==> config.mk <==
export PLATFORM = sky130hd
export DESIGN_NAME = alu_issue_arb
export DESIGN_NICKNAME = d
export VERILOG_FILES = /design/src/rtl/alu_issue_arb.sv
export SDC_FILE = /design/constraint.sdc
export NUM_CORES = 1
export LEC_CHECK = 0
export BUFFER_PORTS_ARGS = -buffer_cell sky130_fd_sc_hd__buf_2
export CORE_MARGIN = 2
export CORE_UTILIZATION = 25
export DETAILED_ROUTE_END_ITERATION = 8
export GPL_TIMING_DRIVEN = 0
export PLACE_DENSITY = 0.45
export SLEW_MARGIN = 20
export SYNTH_ARGS = -nofsm -noshare
export SYNTH_HDL_FRONTEND = slang
export SYNTH_SLANG_ARGS = --single-unit
export TNS_END_PERCENT = 10
==> constraint.sdc <==
create_clock -name clk_in -period 12.35 [get_ports clk_in]
set_clock_uncertainty 0.1 [all_clocks]
set_input_delay 0 -clock clk_in [delete_from_list [all_inputs] [get_ports clk_in]]
set_output_delay 0 -clock clk_in [all_outputs]
set_load 0.02 [all_outputs]
==> src/rtl/alu_issue_arb.sv <==
`default_nettype none
// ============================================================================
// Module   : alu_issue_arb
// Brief    : Two-requester issue arbiter in front of a single ALU. Each
//            requester (0 = arithmetic RS, 1 = branch RS) owns a one-entry
//            holding buffer. Round-robin grant issues at most one op per
//            cycle. ALU completions are routed back to the requester that
//            issued them. Mispredict flush squashes all buffered and
//            in-flight work.
// Revision : 1.0 - initial release
// ============================================================================
module alu_issue_arb #(
    parameter int ROB_SIZE_BIT = 4,
    parameter int RS_TYPE_BIT  = 6
) (
    input  logic                    clk_in,
    input  logic                    rst_in,
    input  logic                    rdy_in,
    input  logic                    flush,

    input  logic [1:0]              req_valid,
    input  logic [31:0]             req_r1_0,
    input  logic [31:0]             req_r2_0,
    input  logic [ROB_SIZE_BIT-1:0] req_rob_0,
    input  logic [RS_TYPE_BIT-1:0]  req_op_0,
    input  logic [31:0]             req_r1_1,
    input  logic [31:0]             req_r2_1,
    input  logic [ROB_SIZE_BIT-1:0] req_rob_1,
    input  logic [RS_TYPE_BIT-1:0]  req_op_1,
    output logic [1:0]              req_ready,

    output logic                    alu_valid,
    output logic [31:0]             alu_r1,
    output logic [31:0]             alu_r2,
    output logic [ROB_SIZE_BIT-1:0] alu_rob,
    output logic [RS_TYPE_BIT-1:0]  alu_op,

    input  logic                    alu_ready,
    input  logic [31:0]             alu_result,
    input  logic [ROB_SIZE_BIT-1:0] alu_rob_in,

    output logic [1:0]              res_valid,
    output logic [31:0]             res_data,
    output logic [ROB_SIZE_BIT-1:0] res_rob
);

    // Holding buffers, one entry per requester
    logic [1:0]              r_buf_valid;
    logic [31:0]             r_buf_r1  [2];
    logic [31:0]             r_buf_r2  [2];
    logic [ROB_SIZE_BIT-1:0] r_buf_rob [2];
    logic [RS_TYPE_BIT-1:0]  r_buf_op  [2];

    // Arbitration and completion-tracking state
    logic r_rr_ptr;
    logic r_issue_src;
    logic r_inflight_src;
    logic r_inflight_live;

    // Incoming payloads gathered into arrays so the buffer update can loop
    logic [31:0]             w_in_r1  [2];
    logic [31:0]             w_in_r2  [2];
    logic [ROB_SIZE_BIT-1:0] w_in_rob [2];
    logic [RS_TYPE_BIT-1:0]  w_in_op  [2];

    logic       w_both;
    logic       w_any;
    logic       w_gidx;
    logic [1:0] w_grant;
    logic       w_adv;
    logic [1:0] w_xfer;

    assign w_in_r1[0]  = req_r1_0;
    assign w_in_r1[1]  = req_r1_1;
    assign w_in_r2[0]  = req_r2_0;
    assign w_in_r2[1]  = req_r2_1;
    assign w_in_rob[0] = req_rob_0;
    assign w_in_rob[1] = req_rob_1;
    assign w_in_op[0]  = req_op_0;
    assign w_in_op[1]  = req_op_1;

    // Grant selection: a lone valid buffer wins; with both valid the
    // round-robin pointer decides.
    assign w_both  = &r_buf_valid;
    assign w_any   = |r_buf_valid;
    assign w_gidx  = w_both ? r_rr_ptr : r_buf_valid[1];
    assign w_grant = w_any ? (w_gidx ? 2'b10 : 2'b01) : 2'b00;

    // The block only advances when globally ready and not flushing
    assign w_adv     = rdy_in & ~flush;
    // A buffer being drained this cycle can accept a refill on the same edge
    assign req_ready = {2{w_adv}} & (~r_buf_valid | w_grant);
    assign w_xfer    = req_valid & req_ready;

    // Buffer fill/drain: refill beats drain, flush clears everything
    always_ff @(posedge clk_in or posedge rst_in) begin
        if (rst_in) begin
            r_buf_valid <= 2'b00;
            for (int k = 0; k < 2; k++) begin
                r_buf_r1[k]  <= '0;
                r_buf_r2[k]  <= '0;
                r_buf_rob[k] <= '0;
                r_buf_op[k]  <= '0;
            end
        end else if (rdy_in) begin
            for (int k = 0; k < 2; k++) begin
                if (flush) begin
                    r_buf_valid[k] <= 1'b0;
                end else if (w_xfer[k]) begin
                    r_buf_valid[k] <= 1'b1;
                    r_buf_r1[k]    <= w_in_r1[k];
                    r_buf_r2[k]    <= w_in_r2[k];
                    r_buf_rob[k]   <= w_in_rob[k];
                    r_buf_op[k]    <= w_in_op[k];
                end else if (w_grant[k]) begin
                    r_buf_valid[k] <= 1'b0;
                end
            end
        end
    end

    // Issue register toward the ALU plus round-robin pointer update
    always_ff @(posedge clk_in or posedge rst_in) begin
        if (rst_in) begin
            alu_valid   <= 1'b0;
            alu_r1      <= '0;
            alu_r2      <= '0;
            alu_rob     <= '0;
            alu_op      <= '0;
            r_issue_src <= 1'b0;
            r_rr_ptr    <= 1'b0;
        end else if (rdy_in) begin
            if (flush) begin
                alu_valid <= 1'b0;
                r_rr_ptr  <= 1'b0;
            end else if (w_any) begin
                alu_valid   <= 1'b1;
                alu_r1      <= r_buf_r1[w_gidx];
                alu_r2      <= r_buf_r2[w_gidx];
                alu_rob     <= r_buf_rob[w_gidx];
                alu_op      <= r_buf_op[w_gidx];
                r_issue_src <= w_gidx;
                // Pointer moves only when there was actual contention
                if (w_both) begin
                    r_rr_ptr <= ~w_gidx;
                end
            end else begin
                alu_valid <= 1'b0;
            end
        end
    end

    // Track which requester owns the op currently inside the ALU
    always_ff @(posedge clk_in or posedge rst_in) begin
        if (rst_in) begin
            r_inflight_src  <= 1'b0;
            r_inflight_live <= 1'b0;
        end else if (rdy_in) begin
            if (alu_valid) begin
                r_inflight_src <= r_issue_src;
            end
            r_inflight_live <= alu_valid & ~flush;
        end
    end

    // Completion routing; data and ROB tag are plain pass-throughs
    assign res_valid = {2{alu_ready & r_inflight_live & ~flush}}
                     & {r_inflight_src, ~r_inflight_src};
    assign res_data  = alu_result;
    assign res_rob   = alu_rob_in;

endmodule
`default_nettype wire

---- Yosys cells after proc, flatten, opt, wreduce, memory -nomap -nowiden ----
Index checks and enable logic that the tools add are counted.
storage, ports and cells
  input port bits ......................... 191
  flip-flop bits (word level) ............. 229
  output and inout bits ................... 115
cells by class
  bitwise logic cells ..................... 13
  mux-type cells .......................... 26
  magnitude comparators ................... 1
  reduce and logical (&&, ||, !) cells .... 13
operators with widths
  operator              number
  $mux W32              6
  $mux W6               3
  $mux W1               12
  $mux W4               3
  $reduce_and A3 Y1     4
  $reduce_and A2 Y1     4
  $and A2 B2 Y2         3
  $reduce_bool A3 Y1    2
  $and A1 B1 Y1         4
  $mux W2               2
  $reduce_bool A2 Y1    2
  $not A1 Y1            3
  $ge A2 B2 Y1 const B  1
  $not A1 Y2            1
  $not A2 Y2            1
  $or A2 B2 Y2          1
  $reduce_or A2 Y1      1

---- Depth between registers and ports, before layout ----
Gate-level depths: netlist of run 1.
  depth in word-level cells ............... 9
  mapped depth ............................ 7
  depth with buffers taken out ............ 3

---- Least setup slack after synthesis of run 1 ----
Ideal clock, no wire load.
  kind .................................... flip-flop to flip-flop
  start ................................... reg r_rr_ptr
  end ..................................... reg alu_op[0]
  required time ........................... 12.129 ns
  buffers on the path ..................... 4
  stages on the path, launching flop included .. 8
  data arrival time ....................... 1.448 ns
  period minus slack after synthesis ...... 1.669 ns
  slack ................................... 10.681 ns
  cells stage by stage .................... dfrtp_1 buf_6 nand2b_4 buf_6 buf_6 buf_6 a311o_1 o22a_1
between the ends
  word-level cells in the longest chain between the ends .. 5
ends and longest elaborated chain
  item                                        RTL line  source
  start, declared                             55        logic r_rr_ptr;
  start signal, assigned                      145       r_rr_ptr <= ~w_gidx;
  $mux W1                                     86        assign w_gidx = w_both ? r_rr_ptr : r_buf_valid[1];
  $not A1 Y2 (implied by the code)            141       alu_op <= r_buf_op[w_gidx];
  $mux W6 (implied by the code) (3 in a row)  141
  end signal, assigned                        141
  end, declared                               36        output logic [RS_TYPE_BIT-1:0] alu_op,
Every way passes these cells. The select of a mux whose other input is x is not followed.
A chain may end at the register's enable or synchronous reset.

---- Worst setup path after layout of run 1 ----
  start ................................... reg r_buf_valid[1]
  end ..................................... reg r_buf_valid[0]
between the ends
  word-level cells in the longest chain between the ends .. 9
  elaborated cells on any way between the ends .. 12
ends and longest elaborated chain
  item                                                                   RTL line  source
  start, declared                                                        48        logic [1:0] r_buf_valid;
  start signal, assigned                                                 98        r_buf_valid <= 2'b00;
  start signal, assigned by index                                        108       r_buf_valid[k] <= 1'b0;
  start signal, assigned by index                                        110       r_buf_valid[k] <= 1'b1;
  $reduce_and A2 Y1                                                      84        assign w_both = &r_buf_valid;
  $mux W1                                                                86
  $mux W2                                                                87        assign w_grant = w_any ? (w_gidx ? 2'b10 : 2'b01) : 2'b00;
  $mux W2 (*)                                                            87
  $or A2 B2 Y2                                                           92        assign req_ready = {2{w_adv}} & (~r_buf_valid | w_grant);
  $and A2 B2 Y2                                                          92
  $and A2 B2 Y2                                                          93        assign w_xfer = req_valid & req_ready;
  $reduce_bool A3 Y1 (no source line) / $mux W1 (equally long branches)  -
  $reduce_and A2 Y1 (no source line) / $mux W1 (equally long branches)   -
Mark *: on every way between the ends. The rest lies on a longest branch, timed or not.

==> summary.txt, run 1 <==
Routing
  • TritonRoute pass-1 iters: 4
  • DRC Markers: 0
  • Final ANT Viol Nets: 0
  • Starting DRT DRC Count: 305
  • Routed len/inst: 18.94 µm
  • Vias/cell: 4.563
  • Routed wire length: 33,220 µm
  • Vias: 8,004

Clocking
  • Cts bufs inserted: 27
  • Clk sinks: 229
  • CTS tree: built
  • Clock slew at reported path FFs: 0.06 ns
  • Max H-tree Level: 1
  • Clock buffer depth: 3
  • Worst-skew pair later-pin latency: 0.54 ns
  • Root buffer cell: clkbuf_16

Floorplanning
  • Starting Density: 0.2523
  • Placeable Area: 41,850 µm²
  • Top Ports: 306
  • Rows: 75
  • DIE HEIGHT: 209.5 µm
  • Die area: 43,900 µm²
  • Die width: 209.5 µm

Synth
  • Yosys top cell by area: dfrtp_1
  • Register bit total from synthesis: 229
  • Post-synth EDFFs: 0
  • Netlist cell types: 30
  • Synth area leaders: dfrtp_1 (54%), mux2_4 (10%), mux2_2 (7.1%), a311o_1 (7.0%), o22a_1 (6.1%)
  • Sequential area share after synthesis: 0.5427
  • Post-synth ARST share: 1.000
  • Cells after Synth: 745
  • Cell Area, Synth: 10,560 µm²
  • Ys flop type: dfrtp_1
  • Share of the synthesized area in the top cell type: 0.5427
  • Synth warnings: 0
  • Avg Cell Area, Syn: 14.17 µm²
  • Post-Synthesis Net Count: 936

Pwr
  • Tot Pwr: 2411 µW
  • Power per cell area: 161.0 nW/µm²
  • LEAKAGE: 0.006526 µW
  • Peak supply drop: 0.07655 mV

Placed design
  • PortBufs: 269
  • DPL Wire Length: 22,580 µm
  • Dpl ws: 9.767 ns
  • Gpl congestion: 0.7142
  • Cell Area, Placed: 12,640 µm²

Hold path
  • Worst min-delay path class: in -> out

Timing
  • Worst-margin pin slew: 0.7096 ns
  • Relative slew slack: 0.5252
  • Final worst slack: 9.568 ns
  • Tmin final: 2.782 ns
  • RSZ-0062 raised after global routing: false
  • Fin. Hold Viols: 0
  • Fin crit share: 0.2252
  • Final setup viols: 0
  • F_max: 0.3595 GHz
  • Setup_tns: 0 ns
  • Slew Limit Fails: 0

Global route
  • Vias in the first global route: 8,584
  • Global Route Usage Sum: 0.1491
  • Global-route wire length before repair: 50,780 µm
  • Antenna violations before repair: 0
  • GRT overflow: 0
  • Largest net degree at the start of global routing: 92

Setup path
  • Arrival @ worst endpoint: 3.17 ns
  • Worst-path fanout max: 10
  • Critical Setup Path Class: reg -> reg
  • CP Launch Type: flip-flop
  • Element type at the critical path end: flip-flop
  • Data required, critical path: 12.73 ns

Layout
  • Multi-input logic area: 4068 µm²
  • Proportion of layout cells with a drive suffix above 1: 0.4263
  • Layout area overhead: 41.80%
  • Final nets: 1,392
  • ANT cells: 0
  • Register area: 5731 µm²
  • Leading cell types in the layout, fill and taps excluded: buf_2 (284), dfrtp_1 (229), dlygate4sd3_1 (156)
  • Most common cell after layout, fill and taps aside: buf_2
  • Post-route cell area: 14,970 µm²
  • Final core occ: 0.3578
  • Fillcell total: 4,149

Flow run
  • Max Cap Violations: 0

Status
  • Status: completed
==> Yosys cell counts (all sizes together) (2+ instances only) <==
library cell and instances:
a21boi 74, a22o 2, a311o 74, buf 77, clkbuf 35, dfrtp 229
inv 3, mux2 149, nand2 5, nand2b 2, nand3 2, nor2 5
o21ai 3, o22a 74, o22ai 2
==> final timing paths <==
path                                  end  cells after the start  slack, ns      startpoint
setup / recovery           r_buf_valid[0]                      7       9.57  r_buf_valid[1]
hold / removal               res_data[30]                      2       0.12  alu_result[30]
max in group asynchronous      alu_r1[13]                      5      10.73          rst_in
hold reg to reg              r_buf_r1[36]                      1       0.38    r_buf_r1[36]
min in group asynchronous    r_buf_r2[40]                      4       0.58          rst_in
setup reg to reg           r_buf_valid[0]                      7       9.57  r_buf_valid[1]
==> critical path, cell delays in order, from the launching register on <==
cell,delay (ns)
dfrtp_1,0.34
buf_2,0.32
buf_2,0.47
clkbuf_1,0.54
nand2_1,0.09
o21ai_0,0.17
a22o_1,0.14
dlygate4sd3_1,0.54
==> layout make-up <==
type	instances	area share
buffer	112	0.05013
clock inverter	1	0.0005013
sequential	229	0.3827
timing repair buffer	427	0.1979
clock buffer	42	0.05089
inverter	3	0.001253
tap	539	0.04504
multi-input combinational	401	0.2716
==> stage by stage <==
stage                     hold slack [ns]  instances
final                              0.1165       1754
after floorplan                  -0.01834        745
after CTS                         0.06429       1754
after detailed placement         -0.03792       1555
after global placement             0.1185       1553
after global routing              0.09869       1754
==> registers in the layout, indices dropped and copies added (netlist names) <==
name and flops:
r_inflight_src 1, r_issue_src 1, alu_op 6, r_buf_op 12
r_inflight_live 1, alu_valid 1, r_buf_rob 8, alu_rob 4
alu_r2 32, r_buf_valid 2, alu_r1 32, r_buf_r2 64
r_rr_ptr 1, r_buf_r1 64
==> report_power, final <==
| group | internal (µW) | total [µW] | switching, µW |
|---|---|---|---|
| Clock | 417 | 728 | 311 |
| Combinational | 331 | 647 | 315 |
| Sequential | 931 | 1040 | 106 |
| Total | 1680 | 2410 | 732 |
==> logic make-up (layout without fill, tap and decap cells) <==
group                  count (synthesis)  after routing  synth area share
buffers and inverters                115            585           0.07216
AND/OR/NAND/NOR                       19             19          0.009717
AO/OA/AOI/OAI                        233            233            0.1917
flip-flops                           229            229            0.5427
multiplexers                         149            149            0.1838
==> timing repair <==
action                    CTS  global route
buffers inserted            0             0
hold endpoints to repair  384             0
resized for setup           0             0
hold buffers              156             0
==> routing by layer <==
metal  wire length [µm]  GRT usage
met5                  0          0
met1              15120     0.1959
met3               1489    0.02499
met4                655    0.03546
met2              15960     0.2566
No activity file was read; power rests on OpenSTA's default activity.
==> run 2: changes to the inputs <==
==> constraint.sdc (replaced) <==
create_clock -name clk_in -period 2.82 [get_ports clk_in]
set_clock_uncertainty 0.1 [all_clocks]
set_input_delay 0 -clock clk_in [delete_from_list [all_inputs] [get_ports clk_in]]
set_output_delay 0 -clock clk_in [all_outputs]
set_load 0.02 [all_outputs]
==> run 2 against run 1 <==
Net effect:
- via count down 0.16%
- largest cell class unchanged
- sequential share of layout area fell by 0.66 points
- maximum frequency is 13% higher
- hold slack got worse by 0.018 ns
- clock-buffer cell count up 2
- die area did not move
- highest routed layer unchanged
- global-route usage barely moved
==> summary.txt, run 2 (synthesis results as in run 1) <==
Placed design
  • PortBufs: 269 (unchanged)
  • DPL Wire Length: 23,260 µm (+3.0%)
  • Gpl congestion: 0.7321 (+2.5%)

Routing
  • Routed len/inst: 18.72 µm (-1.2%)
  • Final ANT Viol Nets: 0 (unchanged)
  • DRC Markers: 0 (unchanged)
  • WL met2: 16,040 µm (+0.53%)
  • Vias: 7,991 (-0.16%)
  • TritonRoute pass-1 iters: 4 (unchanged)
  • WL met3: 1472 µm (-1.1%)
  • Routed wire length: 33,050 µm (-0.49%)
  • Starting DRT DRC Count: 359 (+18%)
  • Highest metal used: met4
  • WL met1: 14,780 µm (-2.2%)
  • Vias/cell: 4.525 (-0.84%)

Pwr
  • Tot Pwr: 11,010 µW (+360%)
  • Peak supply drop: 0.3353 mV (+340%)
  • LEAKAGE: 0.006665 µW (+2.1%)
  • Psw: 3272 µW (+350%)
  • Gate power share: 0.258 (-0.010)
  • Clk network pwr share: 0.329 (+0.027)
  • Switching Share: 0.2971 (-0.006545)
  • Reg power frac: 0.412 (-0.018)
  • Power per cell area: 722.8 nW/µm² (+350%)
  • Internal: 7741 µW (+360%)

Clocking
  • Worst-skew pair later-pin latency: 0.54 ns (about the same)
  • Clk sinks: 229 (unchanged)
  • Cts bufs inserted: 27 (unchanged)
  • Post-cts resize count: 0 (unchanged)
  • Hold buffer count at cts: 155 (-0.64%)
  • Root buffer cell: clkbuf_16
  • CTS tree: built
  • Clock buffer depth: 3 (unchanged)
  • Max H-tree Level: 1 (unchanged)
  • Buffers inserted during post-CTS setup optimization: 0 (unchanged)
  • Clock slew at reported path FFs: 0.06 ns (about the same)

Global route
  • Antenna violations before repair: 1 (+1)
  • Global Route Usage Sum: 0.1495 (+0.0003962)
  • Global-route wire length before repair: 50,920 µm (+0.29%)
  • GRT overflow: 0 (unchanged)
  • Largest net degree at the start of global routing: 32 (-65%)
  • Vias in the first global route: 8,481 (-1.2%)

Timing
  • Fin Hold WS: 0.09832 ns (-0.01819 ns)
  • Tmin final: 2.462 ns (-0.3195 ns)
  • Fin crit share: 0.8731 (+0.6479)
  • Setup_tns: 0 ns (unchanged)
  • Relative slew slack: 0.5479 (+0.02269)
  • F_max: 0.4061 GHz (+13%)
  • Final setup viols: 0 (unchanged)
  • Worst-margin pin slew: 0.6757 ns (-0.03391 ns)
  • RSZ-0062 raised after global routing: false
  • Slew Limit Fails: 0 (unchanged)
  • Fin. Hold Viols: 0 (unchanged)

Setup path
  • R2R depth: 5 (-2)
  • Data required, critical path: 3.20 ns (-9.53 ns)
  • R2r setup slk: 0.36 ns (-9.21 ns)
  • Reg-to-reg startpoint: r_buf_valid[1]
  • Critical Path Start: r_buf_valid[1]
  • Element type at the critical path end: flip-flop
  • R2R Path End: r_buf_valid[1]
  • Arrival @ worst endpoint: 2.84 ns (-0.33 ns)
  • CP Launch Type: flip-flop
  • Worst-path fanout max: 10 (unchanged)
  • Crit path capture: r_buf_valid[1]
  • Critical Setup Path Class: reg -> reg

Layout
  • Final nets: 1,397 (+0.36%)
  • Layout area overhead: 44.28%
  • Proportion of layout cells with a drive suffix above 1: 0.4396 (+0.01330)
  • Fillcell total: 4,185 (+0.87%)
  • Most common cell after layout, fill and taps aside: buf_2
  • Largest regs: r_buf_r1: 64 flops, r_buf_r2: 64 flops
  • Leading cell types in the layout, fill and taps excluded: buf_2 (284), dfrtp_1 (229), dlygate4sd3_1 (155)

Hold path
  • Worst min-delay path class: in -> reg
  • Origin of the worst min-delay path: req_op_0[2]

Floorplanning
  • Top Ports: 306 (unchanged)
  • Rows: 75 (unchanged)
  • Die width: 209.5 µm (unchanged)
  • Placeable Area: 41,850 µm² (unchanged)
  • Die area: 43,900 µm² (unchanged)
  • Starting Density: 0.2523 (unchanged)
  • DIE HEIGHT: 209.5 µm (unchanged)

Flow run
  • Max Cap Violations: 0 (unchanged)

Status
  • Status: completed
-- run 2: worst max-delay path, stage by stage (launching register included) --
cell and delay (ns):
dfrtp_1 0.34, buf_2 0.32, buf_2 0.42, clkbuf_1 0.45, a22o_1 0.21, dlygate4sd3_1 0.54
-- run 2: worst min-delay path by stage --
stage / end / slack [ns] / depth (start not counted)
final: r_buf_op[8] / 0.1 / 3
after global routing: r_buf_r1[52] / 0.1 / 3
after CTS: r_buf_op[8] / 0.06 / 3
after detailed placement: alu_r1[4] / -0.04 / 2
after global placement: res_data[22] / 0.12 / 2
after floorplan: res_valid[1] / -0.02 / 1
-- run 2: layout make-up --
type / instances / area (µm²) / share of cell area
inverter: 3 / 15.01 / 0.0009855
buffer: 112 / 750.7 / 0.04927
multi-input combinational: 401 / 4068 / 0.2670
sequential: 229 / 5731 / 0.3761
clock inverter: 5 / 50.05 / 0.003285
antenna: 1 / 2.502 / 0.0001642
tap: 539 / 674.4 / 0.04426
timing repair buffer: 432 / 3065 / 0.2012
clock buffer: 44 / 879.6 / 0.05773
-- run 2: metal layers --
metal  GRT usage  up-vias
li1            -     3730
met1      0.1952     3991
met2      0.2579      228
met3     0.02574       42
met4     0.03619        0
met5           0        -
-- run 2: stage by stage --
| stage | util | instances | cell area, µm² | setup WS (ns) |
|---|---|---|---|---|
| 3_5_place_dp | 0.3047 | 1561 | 12750 | 0.2169 |
| 6_report | 0.3640 | 1766 | 15240 | 0.3578 |
| 3_3_place_gp | 0.3007 | 1553 | 12580 | -2.133 |
| 2_1_floorplan | - | 745 | 10560 | -0.2740 |
| 4_1_cts | 0.3640 | 1765 | 15230 | 0.1970 |
| 5_1_grt | 0.3640 | 1766 | 15240 | 0.1022 |
-- run 2: power by group through the flow --
stage | Combinational, µW | Sequential [µW] | Clock [µW]
2_1_floorplan | 1400 | 4900 | 0
6_report | 2840 | 4540 | 3630
5_1_grt | 3080 | 4640 | 3860
3_3_place_gp | 2660 | 4600 | 0
3_5_place_dp | 2720 | 4600 | 0
4_1_cts | 2900 | 4550 | 3750
